**config.mk**
```make
export PLATFORM = sky130hd
export DESIGN_NAME = rgb_to_binary
export DESIGN_NICKNAME = d
export VERILOG_FILES = /design/src/rtl/rgb_to_binary.sv
export SDC_FILE = /design/constraint.sdc
export NUM_CORES = 1
export LEC_CHECK = 0
export CAP_MARGIN = 20
export CORE_UTILIZATION = 25
export CTS_CLUSTER_SIZE = 20
export DETAILED_ROUTE_END_ITERATION = 10
export HOLD_SLACK_MARGIN = 0.06
export PLACE_DENSITY_LB_ADDON = 0.08
export SLEW_MARGIN = 20
export SYNTH_ARGS = -nofsm -noshare
export SYNTH_HDL_FRONTEND = slang
export SYNTH_SLANG_ARGS = --single-unit
```
**constraint.sdc**
```tcl
create_clock -name clk -period 1.8 [get_ports clk]
set_clock_uncertainty 0.15 [all_clocks]
set_input_delay 0.45 -clock clk [delete_from_list [all_inputs] [get_ports clk]]
set_output_delay 0.45 -clock clk [all_outputs]
set_load 0.01 [all_outputs]
```
**src/rtl/rgb_to_binary.sv**
```systemverilog
// RGB-to-binary converter: two-stage luma/threshold pipeline with valid/ready
// backpressure and raster position tracking (eol/eof flags, frame_done pulse).
module rgb_to_binary #(
  parameter int unsigned WIDTH  = 256,
  parameter int unsigned HEIGHT = 256
) (
  input  logic       clk,
  input  logic       rst_n,
  input  logic [7:0] in_r,
  input  logic [7:0] in_g,
  input  logic [7:0] in_b,
  input  logic       in_valid,
  output logic       in_ready,
  input  logic [7:0] threshold,
  output logic [7:0] out_gray,
  output logic [7:0] out_binary,
  output logic       out_valid,
  input  logic       out_ready,
  output logic       out_eol,
  output logic       out_eof,
  output logic       frame_done
);

  localparam logic [15:0] COL_LAST = 16'(WIDTH - 1);
  localparam logic [15:0] ROW_LAST = 16'(HEIGHT - 1);

  logic        advance, accept, out_hs;
  logic        s1_valid_q;
  logic [7:0]  s1_luma_q, s1_luma_d;
  logic [7:0]  s1_thr_q;
  logic        out_valid_q;
  logic [7:0]  gray_q, gray_d;
  logic [7:0]  bin_q, bin_d;
  logic [15:0] col_q, col_d;
  logic [15:0] row_q, row_d;
  logic        frame_done_q, frame_done_d;
  logic        eol, eof;

  assign advance = !out_valid_q || out_ready;
  assign accept  = in_valid && advance;
  assign out_hs  = out_valid_q && out_ready;

  assign eol = out_valid_q && (col_q == COL_LAST);
  assign eof = eol && (row_q == ROW_LAST);

  // Only the high byte of the weighted sum is ever used, so stage 1 keeps just
  // that byte; the max sum (65280) fits in 16 bits before truncation.
  always_comb begin
    s1_luma_d = 8'((16'd77  * {8'd0, in_r}
                  + 16'd150 * {8'd0, in_g}
                  + 16'd29  * {8'd0, in_b}) >> 8);
    gray_d    = s1_luma_q;
    bin_d     = (gray_d >= s1_thr_q) ? 8'hFF : 8'h00;
  end

  always_comb begin
    col_d        = col_q;
    row_d        = row_q;
    frame_done_d = out_hs && eof;
    if (out_hs) begin
      if (col_q == COL_LAST) begin
        col_d = '0;
        row_d = (row_q == ROW_LAST) ? '0 : row_q + 16'd1;
      end else begin
        col_d = col_q + 16'd1;
      end
    end
  end

  always_ff @(posedge clk or negedge rst_n) begin
    if (!rst_n) begin
      s1_valid_q  <= 1'b0;
      s1_luma_q   <= '0;
      s1_thr_q    <= '0;
      out_valid_q <= 1'b0;
      gray_q      <= '0;
      bin_q       <= '0;
    end else if (advance) begin
      s1_valid_q  <= accept;
      out_valid_q <= s1_valid_q;
      if (accept) begin
        s1_luma_q <= s1_luma_d;
        s1_thr_q  <= threshold;
      end
      if (s1_valid_q) begin
        gray_q <= gray_d;
        bin_q  <= bin_d;
      end
    end
  end

  always_ff @(posedge clk or negedge rst_n) begin
    if (!rst_n) begin
      col_q        <= '0;
      row_q        <= '0;
      frame_done_q <= 1'b0;
    end else begin
      col_q        <= col_d;
      row_q        <= row_d;
      frame_done_q <= frame_done_d;
    end
  end

  assign in_ready   = advance;
  assign out_valid  = out_valid_q;
  assign out_gray   = gray_q;
  assign out_binary = bin_q;
  assign out_eol    = eol;
  assign out_eof    = eof;
  assign frame_done = frame_done_q;

endmodule

```
==> summary.md <==
| Metric | Value |
|---|---|
| Status | complete, but fails checks |
| Hpwl dp | 11.3 mm |
| FF+latch count, synth | 60 |
| Clk slew on worst S/H paths | 0.06 ns |
| Setup ws final | -4.26 ns |
| Fillers | approximately 2300 |
| Post-DP Area | just under 8000 µm² |
| Final setup TNS | -35.62 ns |
| CP Cell Sequence | buf_6 -> ha_4 -> ha_4 -> inv_2 -> fa_1 -> fa_1 -> inv_2 -> ha_4 -> o21a_1 -> o31a_1 -> a21oi_2 -> fa_1 -> fa_1 -> inv_1 -> fa_1 -> fa_1 -> inv_1 -> ha_2 -> a2111o_1 -> o21ai_4 -> o21ai_4 -> o41ai_4 -> xnor3_1 -> o21ai_1 |
| MaxCap Viol Count | 0 |
| Pin count of the biggest net entering global routing | 30 |
| GP Congestion | 0.771 |
| WS Path Type | in2reg |
| Nets | 945 |
| Failing checks | setup timing |
| Final hold slack | 0.322 ns |
| DRC Markers | 0 |
| Post-route ant nets | 0 |
| Die area | 23900 µm² |
| Crit-path most repeated cell | fa_1 |
| Synthesized area | 5830 µm² |
| CTS HTree Levels | 3 |
| CP Data Required Time | ~1.9 ns |
| Ys flop type | dfrtp_1 |
| Count leader, synth | inv_1 |
| Unrepaired setup endpoints after global routing | yes |
| Initial Utilization | 25.6% |
| Shortest period the worst path allows | 6.06 ns |
| Top cells by area, synth | dfrtp_1 (26%), ha_1 (20%), fa_1 (19%) |
| Rel. slew slack | around 73% |
| # rows | between 50 and 60 |
| Die width | around 150 µm |
| Root Driver | clkbuf_16 |
| Total track usage | about 12% |
| Overall Power | between 15 and 20 mW |
| Worst hold path startpoint | s1_valid_q$_DFFE_PN0N_ |
| Port bufs | 56 |
| Final Instance Count excl. Fillers | 1078 |
| CTS tree | built |
| Clk sinks | 60 |
| Global-route wire length before repair | 23.4 mm |
| P_leak | 4.28 nW |
| Period utilization | 337% |
| CP max FO | 3 |
| Syn nets | 755 |
| Ys Warns | 0 |
| Peak VDD IR | 1.57 mV |
| Most frequent cells after synthesis | inv_1 (106), ha_1 (94), dfrtp_1 (60), fa_1 (55), nand2_1 (30) |
| PD cells | around 1900 nW/µm² |
| Avg WL per Cell | 12.8 µm |
| Pins over their slew limit | 0 |
| Sequential share of the synthesized area | 25.8% |
| DR vias/cell | approximately 4.1 |
| Die Y | 155 µm |
| Layout area overhead | 45.3% |
| Setup-failing EPs final | 31 |
| Synth area leader | dfrtp_1 |
| Dpl ws | -5.12 ns |
| Worst hold stages | 2 |
| Initial antenna violation count | 0 |
| Final-report hold violation count | 0 |
| Netlist cell types | 45 |
| Vias in the first global route | 4745 |
| Post-Layout Inst Area | 8470 µm² |
| Diode count | 0 |
| FF-to-FF End | row_q[15]$_DFFE_PN0P_ |
| Least-Margin Pin Slew | 0.406 ns |
| Ports | 57 |
| Detailed Route Iter0 Violations | 120 |
| Crit path launch type | input pin |
| Cts bufs inserted | 9 |
| Synth top area share | 25.8% |
| Pre-antenna DRT Iters | 4 |
| Cells after Synth | 570 |
| Worst r2r src | col_q[5]$_DFFE_PN0P_ |
| Crit. End Element | register |
| GRT Residual Overflow | 0 |
| Largest stage delay, worst path | 0.54 ns |
| Fin util | 37.2% |
| Synth Area per Inst | 10.2 µm² |
| Total Routed Length | 13.8 mm |
| R2R cell count | 8 |
| F_max | between 0.15 and 0.2 GHz |
| Longest Clk Path Bufs | 2 |
| Max stage delay cell, worst path | fa_1 |
| HP Class | reg2reg |
| Multi-input logic area | 4230 µm² |
| FF+latch area | roughly 1500 µm² |
| Core ar. | 22800 µm² |
| Synth async-reset ratio | 100% |
| Hold EP | out_valid$_DFFE_PN0N_ |
| Number of synthesized flops with an enable pin | 0 |
| Share of layout cells above drive strength 1 | 31.6% |
| Vias | 4438 |
| R2r setup slk | -0.24 ns |
| Clk_lat worst skew | 0.32 ns |
| Crit path arrival time | 6.16 ns |
| Placed cells | about 1000 |
## how the worst max path moves through the flow
stage,start,to
global route,in_g[6],gray_d[7]$_DFFE_PN0P_
global placement,in_g[4],gray_d[7]$_DFFE_PN0P_
floorplan,in_g[4],gray_d[7]$_DFFE_PN0P_
CTS,in_g[6],gray_d[7]$_DFFE_PN0P_
detailed placement,in_g[4],gray_d[7]$_DFFE_PN0P_
finish,in_g[6],gray_d[7]$_DFFE_PN0P_
## placed cells by master, fill, tap and decap left out, types with 5 or more instances in the layout
cell and n:
ha_4 9, nand3_2 5, a21o_1 8, mux2_2 16, nor2_1 16, a21oi_1 11, fa_1 55, o21ai_1 13
dlygate4sd2_1 20, xor2_1 17, buf_4 119, a21oi_2 6, nand2b_1 5, dfrtp_1 59, clkdlybuf4s50_1 26, ha_1 82
nand2_1 27, buf_6 15, and3_4 6, inv_1 102, o21ai_0 12, clkbuf_16 9, xnor2_1 18, nand4_1 5
nand3_1 15
## worst max-delay path: cells and delay by family
family	cells	cell delay, ns
adders and majority gates	10	3.88
AOI/OAI and AO/OA	8	1.28
buffers and inverters	5	0.27
xor gates and xnor gates	1	0.27
## per-layer routing
layer | track usage, % | up-vias | wire length [µm]
li1 | - | 2262 | -
met1 | 17.2 | 2142 | 6870
met2 | 20.3 | 28 | 6620
met3 | 1.91 | 6 | 200
met4 | 2.55 | 0 | 81
met5 | 0 | - | 0
## final cells by class
| class | instances | share of cell area [%] |
|---|---|---|
| clock buffers | 9 | 2.66 |
| repair buffers | 190 | 19.0 |
| inverters | 106 | 4.70 |
| multi-input cells | 393 | 49.9 |
| well taps | 313 | 4.63 |
| clock inverters | 7 | 1.36 |
| flip-flops and latches | 60 | 17.8 |
## report_power, final
part	switching [mW]	leakage, nW	internal [mW]
Sequential	0.214	0.773	1.66
Combinational	5.66	3.34	6.30
Clock	0.620	0.161	1.35
Total	6.50	4.28	9.31
## what timing repair did
action | in CTS | in global routing
resized for setup | 102 | 26
hold buffers | 1 | 0
endpoints found under the hold margin | 14 | 0
setup buffers | 9 | 9
endpoints found under the setup margin | 54 | 39
pin swaps | 45 | 22
cloned | 1 | 0
## cell families after synthesis
family                   Yosys count  share of synthesized area (%)
adder cells (fa/ha/maj)          149                           39.1
buffers and inverters            118                           8.08
AND/OR/NAND/NOR                  118                           10.3
AO/OA/AOI/OAI                     70                           7.60
flip-flops                        60                           25.8
XOR/XNOR                          39                           6.10
multiplexers                      16                           3.09
## sequential cells by signal, indices dropped and copies added, names as in the netlist
register    flops
out_valid       1
s1_valid_q      1
gray_d          8
col_q          16
out_gray        8
s1_thr_q        8
frame_done      1
out_binary      1
row_q          16
Power figures use the tool's default switching activity.
